`src/rtl/npu_seq.sv`:
```
// npu_seq: NPU-side sequencer for the CPU matrix-multiply / convolution handshake.
// Enumerates the operand terms of C = A x B (DIM x DIM, row-major) or of a 1-D
// convolution Y[n] = sum_t X[n+t]*W[t]. It drives the operand read addresses,
// feeds the returned data through a one-deep tag pipeline into a wrapping MAC,
// and writes one result per output group. The completion pulse and busy flag
// are registered copies of the sequencer state.
module npu_seq #(
    parameter int DIM      = 4,
    parameter int DATA_W   = 16,
    parameter int ACC_W    = 64,
    parameter int CONV_LEN = 16,
    parameter int KLEN     = 3,
    parameter int ADDR_W   = 8
) (
    input  logic              clk,
    input  logic              rst_n,
    input  logic              start_matrix_mul,
    input  logic              start_conv,
    output logic              done,
    output logic              busy,
    output logic              op_rd_en,
    output logic [ADDR_W-1:0] a_addr,
    input  logic [DATA_W-1:0] a_rdata,
    output logic [ADDR_W-1:0] b_addr,
    input  logic [DATA_W-1:0] b_rdata,
    output logic              res_we,
    output logic [ADDR_W-1:0] res_addr,
    output logic [ACC_W-1:0]  res_wdata
);

    typedef enum logic [1:0] {
        S_IDLE  = 2'd0,
        S_RUN   = 2'd1,
        S_DRAIN = 2'd2,
        S_DONE  = 2'd3
    } state_t;

    localparam logic [ADDR_W-1:0] ONE_A  = ADDR_W'(1);
    localparam logic [ADDR_W-1:0] DIM_A  = ADDR_W'(DIM);
    localparam logic [ADDR_W-1:0] LIM_D  = ADDR_W'(DIM - 1);
    localparam logic [ADDR_W-1:0] LIM_K  = ADDR_W'(KLEN - 1);
    localparam logic [ADDR_W-1:0] LIM_N  = ADDR_W'(CONV_LEN - KLEN);

    // Signed DATA_W x DATA_W product, sign-extended to the accumulator width.
    function automatic logic signed [ACC_W-1:0] mac_prod(
        input logic signed [DATA_W-1:0] a,
        input logic signed [DATA_W-1:0] b
    );
        logic signed [2*DATA_W-1:0] p;
        p = a * b;
        return ACC_W'(p);
    endfunction

    // Control state
    state_t              state_q, state_d;
    logic                conv_q, conv_d;       // 1 = convolution, 0 = matrix multiply
    logic [ADDR_W-1:0]   outer_q, outer_d;     // MAT: i   CONV: n
    logic [ADDR_W-1:0]   mid_q, mid_d;         // MAT: j   CONV: unused (0)
    logic [ADDR_W-1:0]   inner_q, inner_d;     // MAT: k   CONV: t
    logic                busy_q, busy_d;
    logic                done_q, done_d;

    // Tag pipeline (issue -> data return) and MAC / result registers
    logic                vld_p1_q, vld_p1_d;
    logic                last_p1_q, last_p1_d;
    logic [ADDR_W-1:0]   waddr_p1_q, waddr_p1_d;
    logic signed [ACC_W-1:0] acc_q, acc_d;
    logic                res_we_q, res_we_d;
    logic [ADDR_W-1:0]   res_addr_q, res_addr_d;
    logic [ACC_W-1:0]    res_wdata_q, res_wdata_d;

    // Combinational helpers
    logic                issue;
    logic                inner_end;
    logic                mid_end;
    logic                outer_end;
    logic                last_term;
    logic [ADDR_W-1:0]   grp_addr;
    logic signed [DATA_W-1:0] a_op;
    logic signed [DATA_W-1:0] b_op;
    logic signed [ACC_W-1:0]  prod;

    // Loop-end detection; the middle loop only exists in matrix mode.
    always_comb begin
        issue     = (state_q == S_RUN);
        inner_end = (inner_q == (conv_q ? LIM_K : LIM_D));
        mid_end   = conv_q | (mid_q == LIM_D);
        outer_end = (outer_q == (conv_q ? LIM_N : LIM_D));
        last_term = inner_end & mid_end & outer_end;
    end

    // Operand and result addresses from the term counters; zero outside RUN.
    always_comb begin
        a_addr   = '0;
        b_addr   = '0;
        grp_addr = '0;
        if (issue) begin
            if (conv_q) begin
                a_addr   = outer_q + inner_q;
                b_addr   = inner_q;
                grp_addr = outer_q;
            end else begin
                a_addr   = outer_q * DIM_A + inner_q;
                b_addr   = inner_q * DIM_A + mid_q;
                grp_addr = outer_q * DIM_A + mid_q;
            end
        end
    end

    // Sequencer FSM: request arbitration, term counting, drain and completion.
    always_comb begin
        state_d  = state_q;
        conv_d   = conv_q;
        outer_d  = outer_q;
        mid_d    = mid_q;
        inner_d  = inner_q;
        op_rd_en = 1'b0;
        unique case (state_q)
            S_IDLE: begin
                if (start_matrix_mul) begin
                    state_d = S_RUN;
                    conv_d  = 1'b0;
                    outer_d = '0;
                    mid_d   = '0;
                    inner_d = '0;
                end else if (start_conv) begin
                    state_d = S_RUN;
                    conv_d  = 1'b1;
                    outer_d = '0;
                    mid_d   = '0;
                    inner_d = '0;
                end
            end
            S_RUN: begin
                op_rd_en = 1'b1;
                inner_d  = inner_end ? '0 : inner_q + ONE_A;
                if (inner_end) begin
                    if (mid_end) begin
                        mid_d   = '0;
                        outer_d = outer_q + ONE_A;
                    end else begin
                        mid_d   = mid_q + ONE_A;
                    end
                end
                if (last_term) begin
                    state_d = S_DRAIN;
                end
            end
            S_DRAIN: state_d = S_DONE;
            S_DONE:  state_d = S_IDLE;
            default: state_d = S_IDLE;
        endcase
        busy_d = (state_q != S_IDLE);
        done_d = (state_q == S_DONE);
    end

    // MAC stage: operands are only looked at when the tag says they are valid.
    always_comb begin
        vld_p1_d    = issue;
        last_p1_d   = issue & inner_end;
        waddr_p1_d  = grp_addr;
        a_op        = vld_p1_q ? signed'(a_rdata) : '0;
        b_op        = vld_p1_q ? signed'(b_rdata) : '0;
        prod        = mac_prod(a_op, b_op);
        acc_d       = acc_q;
        res_we_d    = 1'b0;
        res_addr_d  = res_addr_q;
        res_wdata_d = res_wdata_q;
        if (vld_p1_q) begin
            if (last_p1_q) begin
                res_we_d    = 1'b1;
                res_addr_d  = waddr_p1_q;
                res_wdata_d = acc_q + prod;
                acc_d       = '0;
            end else begin
                acc_d       = acc_q + prod;
            end
        end
    end

    // State, pipeline and output registers; reset aborts any operation in flight.
    always_ff @(posedge clk or negedge rst_n) begin
        if (!rst_n) begin
            state_q     <= S_IDLE;
            conv_q      <= 1'b0;
            outer_q     <= '0;
            mid_q       <= '0;
            inner_q     <= '0;
            busy_q      <= 1'b0;
            done_q      <= 1'b0;
            vld_p1_q    <= 1'b0;
            last_p1_q   <= 1'b0;
            waddr_p1_q  <= '0;
            acc_q       <= '0;
            res_we_q    <= 1'b0;
            res_addr_q  <= '0;
            res_wdata_q <= '0;
        end else begin
            state_q     <= state_d;
            conv_q      <= conv_d;
            outer_q     <= outer_d;
            mid_q       <= mid_d;
            inner_q     <= inner_d;
            busy_q      <= busy_d;
            done_q      <= done_d;
            vld_p1_q    <= vld_p1_d;
            last_p1_q   <= last_p1_d;
            waddr_p1_q  <= waddr_p1_d;
            acc_q       <= acc_d;
            res_we_q    <= res_we_d;
            res_addr_q  <= res_addr_d;
            res_wdata_q <= res_wdata_d;
        end
    end

    assign done      = done_q;
    assign busy      = busy_q;
    assign res_we    = res_we_q;
    assign res_addr  = res_addr_q;
    assign res_wdata = res_wdata_q;

endmodule

```
`config.mk`:
```
export PLATFORM = sky130hd
export DESIGN_NAME = npu_seq
export DESIGN_NICKNAME = d
export VERILOG_FILES = /design/src/rtl/npu_seq.sv
export SDC_FILE = /design/constraint.sdc
export NUM_CORES = 1
export LEC_CHECK = 0
export ABC_AREA = 1
export ABC_CLOCK_PERIOD_IN_PS = 8050
export CORE_MARGIN = 1.5
export CORE_UTILIZATION = 46
export CTS_CLUSTER_SIZE = 40
export DETAILED_ROUTE_END_ITERATION = 8
export GPL_ROUTABILITY_DRIVEN = 0
export HOLD_SLACK_MARGIN = 0.02
export PLACE_DENSITY = 0.65
export SLEW_MARGIN = 20
export SYNTH_ARGS = -nofsm -noshare
export SYNTH_HDL_FRONTEND = slang
export SYNTH_SLANG_ARGS = --single-unit
```
`constraint.sdc`:
```
create_clock -name clk -period 8.05 [get_ports clk]
set_input_delay 1.2075 -clock clk [delete_from_list [all_inputs] [get_ports clk]]
set_output_delay 1.2075 -clock clk [all_outputs]
set_load 0.01 [all_outputs]
```
==> flow_summary.json, run 1 <==
{
  "tritoncts": "yes",
  "first_global_vias": 22500,
  "nFillCells": 5455,
  "diodes": 0,
  "end_kind": "register",
  "synthAdderAreaFrac_pct": 41.8,
  "synth_simple_gate_area_share_pct": 23.1,
  "grt_pass1_wl_mm": 126,
  "cp_slowest_cell": "fa_2",
  "syn_nets": 4083,
  "wl_met3_mm": 4.81,
  "first_pass_iters": 6,
  "fmax_ghz": 0.130,
  "fp.dieW_um": 243,
  "clk_latency_ns": 0.48,
  "crit_path_start_kind": "input pin",
  "fin_tns_setup_ns": 0,
  "wl_per_cell_um": 17.7,
  "final_layout_size_suffix_gt1_share_pct": 4.09,
  "netlist_area_mm2": 0.0264,
  "hold_path_class": "register to register",
  "place_hpwl_mm": 64.8,
  "die_area_mm2": 0.0588,
  "grt_util_all_layers_pct": 27.6,
  "ctsHoldBuffers": 0,
  "path_clk_slew_ns": 0.07,
  "syn_inst": 3424,
  "arrival_ns": 8.06,
  "wl_mm": 77.1,
  "setup_viol": 0,
  "path_common_cell": "nand2_1",
  "clock_sink_count": 176,
  "cap_violations": 0,
  "synth_top_family_by_area": "adder cells",
  "utilization_pct": 52.4,
  "finalHoldViolCount": 0,
  "synth_compound_area_share_pct": 4.13,
  "h-tree-depth": 4,
  "ios": 128,
  "rrSetupSlack_ns": 0.65,
  "drv_slew": 0,
  "wl_met1_mm": 33.9,
  "antenna_found_initial": 0,
  "cts_resized": 0,
  "yosysSeqAreaShare_pct": 16.7,
  "die_h_um": 243,
  "routed-via-count": 21900,
  "finalCritPeriodShare_pct": 95.5,
  "viasPerCell": 5.03,
  "grt_start_max_net_pins": 69,
  "ys_seq_elements": 176,
  "drc": 0,
  "worstSetupPathType": "input pin to register",
  "clock_skew_ns": 0.0103,
  "nNetsFinal": 4236,
  "overflow": 0,
  "post_cts.repair.setup_buffers": 0,
  "synth_cell_types": 47,
  "cpPeakStageDelay_ns": 0.65,
  "clk_path_buf_depth": 2,
  "row_count": 87,
  "relSlewSlack_pct": 26.3,
  "cts_made_buffers": 17,
  "tightest_slew_ns": 1.10,
  "initial_utilization_pct": 46.7,
  "dr.max_layer_used": "met4",
  "numPortBuffers": 127,
  "critPathRequiredTime_ns": 8.42,
  "ant_nets": 0,
  "synth_mux_area_share_pct": 0,
  "syn_to_final_growth_pct": 12.1,
  "synth_xor_area_share_pct": 1.56,
  "core_area_mm2": 0.0565,
  "fin_crit_ns": 7.69,
  "status": "complete, no violations",
  "drtIter0Drc": 1568,
  "synthesis.area_per_instance_um2": 7.71,
  "yosys_warnings": 0,
  "cts_root_buffer": "clkbuf_16",
  "path_max_fanout": 23,
  "wl_met2_mm": 35.1,
  "grt_setup_unrepaired": "no"
}
==> metrics by stage <==
step | cell area [um2] | cells | hold WS [ns] | worst slack [ns]
2_1_floorplan | 26400 | 3424 | 0.418 | 0.294
3_3_place_gp | 29000 | 4314 | 0.425 | 0.0271
3_5_place_dp | 29000 | 4314 | 0.436 | 0.00839
4_1_cts | 29600 | 4346 | 0.445 | 0.494
5_1_grt | 29600 | 4346 | 0.477 | 0.140
6_report | 29600 | 4346 | 0.444 | 0.360
==> sequential cells by signal, indices dropped and copies added (netlist names) <==
register	count
inner_q	8
acc_q	64
state_q	2
conv_q	1
waddr_p1_q	8
last_p1_q	1
mid_q	8
outer_q	8
res_addr	8
res_we	1
vld_p1_q	1
busy	1
done	1
res_wdata	64
==> worst paths after layout <==
path                               start       endpoint  cells after the start
max                          a_rdata[15]  res_wdata[60]                     27
min                        waddr_p1_q[7]    res_addr[7]                      2
max reg2reg                     vld_p1_q  res_wdata[60]                     27
min reg2reg                waddr_p1_q[7]    res_addr[7]                      2
max in group asynchronous          rst_n  res_wdata[48]                      2
min in group asynchronous          rst_n  res_wdata[23]                      1
==> area by class of cell <==
class                      count  area [um2]  share of cell area (%)
inverter                     833        3130                    10.6
clock inverter                15         201                   0.681
clock buffer                  17         425                    1.44
sequential                   176        4400                    14.9
timing repair buffer         193        1830                    6.20
tap                          756         946                    3.20
multi-input combinational   2356       18600                    63.0
==> cell usage after synthesis (all sizes together) <==
library cell / n / area share, %
or2: 6 / 0.14
a22o: 1 / 0.033
a21o: 1 / 0.028
ha: 193 / 9.2
nor4: 6 / 0.14
o31ai: 4 / 0.19
nand4: 25 / 0.59
nand3: 155 / 3.0
a211oi: 2 / 0.057
fa: 430 / 33
o32ai: 1 / 0.033
and3: 6 / 0.14
a21oi: 79 / 1.5
nand3b: 5 / 0.14
o21bai: 19 / 0.54
xnor2: 22 / 0.73
nor3b: 1 / 0.028
o21a: 1 / 0.028
clkinv: 6 / 0.085
clkbuf: 47 / 0.67
nor3: 31 / 0.64
nor2: 248 / 3.7
o21ai: 69 / 1.4
o22ai: 13 / 0.31
buf: 12 / 0.23
o2111ai: 1 / 0.033
and2: 3 / 0.071
inv: 827 / 12
o211ai: 1 / 0.028
dfrtp: 176 / 17
xor2: 25 / 0.83
nand2: 1008 / 14
==> metal layers <==
metal	vias to the layer above	GRT usage, %
li1	10400	-
met1	10500	38.2
met2	796	43.8
met3	157	3.76
met4	0	11.1
met5	-	0
==> worst max-delay path: cells and delay by family <==
kind,cells,cell delay [ns]
adders and majority gates,7,3.72
buffers and inverters,8,1.21
and+or+nand+nor,12,1.90
==> cell usage in the layout (no fill, tap or decap), types with 4 or more instances in the layout <==
cell type	n
nand2_1	999
inv_1	819
fa_1	428
nor2_1	231
ha_1	193
dfrtp_1	176
nand3_1	152
clkdlybuf4s50_1	126
a21oi_1	79
o21ai_0	65
buf_4	61
nor3_1	28
xor2_1	25
nand4_1	25
xnor2_1	22
o21bai_1	19
clkbuf_16	17
o22ai_1	13
nor2_2	13
nand2_2	7
inv_2	7
clkinv_1	6
nor4_1	6
and3_1	6
or2_1	5
nand3b_1	5
buf_12	5
o31ai_2	4
inv_6	4
==> cell families after synthesis <==
family / count (synthesis)
AND/OR/NAND/NOR: 1494
buffers and inverters: 892
adder cells (fa/ha/maj): 623
AO/OA/AOI/OAI: 192
flip-flops: 176
XOR/XNOR: 47
Power of run 1 is left out: the tool's default activity adds up to more than one toggle a clock period on the data nets, which glitch-free logic cannot reach.
==> run 2: changes to the inputs <==
Settings changed: REMOVE_ABC_BUFFERS from default to 1.
==> flow_summary.json, run 2 (synthesis gave the netlist of run 1 again) <==
{
  "viasPerCell": 5.02,
  "cap_violations": 0,
  "hold_path_class": "register to register",
  "critPathRequiredTime_ns": 8.40,
  "fmax_ghz": 0.131,
  "clock_sink_count": 176,
  "fp.dieW_um": 243,
  "final_layout_size_suffix_gt1_share_pct": 4.55,
  "post_cts.repair.setup_buffers": 0,
  "fin_crit_ns": 7.66,
  "grt_util_all_layers_pct": 27.6,
  "fin_tns_setup_ns": 0,
  "setup_viol": 0,
  "core_area_mm2": 0.0565,
  "path_max_fanout": 11,
  "wl_mm": 77.2,
  "clk_latency_ns": 0.47,
  "cp_slowest_cell": "fa_1",
  "cts_made_buffers": 17,
  "arrival_ns": 8.01,
  "cts_root_buffer": "clkbuf_16",
  "nFillCells": 5414,
  "grt_pass1_wl_mm": 125,
  "numPortBuffers": 127,
  "ctsHoldBuffers": 0,
  "tritoncts": "yes",
  "place_hpwl_mm": 65.0,
  "clk_path_buf_depth": 2,
  "path_clk_slew_ns": 0.08,
  "path_common_cell": "inv_1",
  "clock_skew_ns": 0.0126,
  "place_ws_ns": 0.0375,
  "crit_path_start_kind": "input pin",
  "final_cell_mix": "nand2_1, inv_1, fa_1",
  "drtIter0Drc": 1615,
  "first_global_vias": 22500,
  "antenna_found_initial": 0,
  "cpPeakStageDelay_ns": 0.63,
  "drv_slew": 0,
  "diodes": 0,
  "relSlewSlack_pct": 42.4,
  "final_area_mm2": 0.0297,
  "utilization_pct": 52.6,
  "ant_nets": 0,
  "h-tree-depth": 4,
  "die_h_um": 243,
  "tightest_slew_ns": 0.864,
  "end_kind": "register",
  "finalCritPeriodShare_pct": 95.1,
  "syn_to_final_growth_pct": 12.5,
  "cts_resized": 0,
  "placed_cell_area_mm2": 0.0291,
  "overflow": 0,
  "wl_per_cell_um": 17.7,
  "drc": 0,
  "initial_utilization_pct": 46.7,
  "routed-via-count": 21900,
  "nNetsFinal": 4252,
  "finalHoldViolCount": 0,
  "path_delay_family": "adder cells",
  "final_common_cell": "nand2_1",
  "grt_setup_unrepaired": "no",
  "path_buf_inv": 10,
  "grt_start_max_net_pins": 82,
  "worstSetupPathType": "input pin to register",
  "first_pass_iters": 6,
  "row_count": 87,
  "die_area_mm2": 0.0588,
  "setup_slack_ns": 0.391,
  "ios": 128,
  "status": "complete, no violations"
}
[run 2: cell count changes in the layout (fill, tap and decap cells not counted), sizes merged]
| cell | previous run | this run |
|---|---|---|
| buf | 66 | 82 |
| inv | 833 | 839 |
| bufinv | 3 | 0 |
| clkinvlp | 2 | 0 |
| clkinv | 10 | 9 |
[run 2: area by class of cell]
type,instances,area (um2),area share [%]
Timing Repair Buffer,209,1940,6.53
Tap cell,756,946,3.19
Inverter,833,3130,10.5
Sequential cell,176,4400,14.8
Clock inverter,15,210,0.708
Multi-Input combinational cell,2356,18600,62.8
Clock buffer,17,425,1.43
[run 2: layer usage]
metal,GRT usage (%),vias to the layer above,wire length (um)
li1,-,10500,-
met1,38.0,10600,33300
met2,44.0,738,35600
met3,3.70,149,5210
met4,11.2,0,3110
met5,0,-,0
[run 2: final timing paths]
check                              startpoint             to  slack [ns]  depth (start not counted)
max in group asynchronous               rst_n      acc_q[22]        6.04                          2
worst max-delay path              a_rdata[15]  res_wdata[43]        0.39                         27
min in group asynchronous               rst_n     inner_q[2]        0.79                          1
worst min-delay path            waddr_p1_q[6]    res_addr[6]        0.45                          2
worst max register to register       vld_p1_q  res_wdata[43]        0.77                         27
worst min register to register  waddr_p1_q[6]    res_addr[6]        0.45                          2
[run 2: metrics by stage]
stage	hold WS, ns	cells
2_1_floorplan	0.418	3365
3_3_place_gp	0.429	4330
3_5_place_dp	0.430	4330
4_1_cts	0.458	4362
5_1_grt	0.483	4362
6_report	0.452	4362
[run 2: worst min-delay path, cell delays in order (launching register included)]
cell and delay [ns]:
dfrtp_1 0.33, nand2_1 0.05, nand2_1 0.05
Power of run 2 is left out for the same reason.
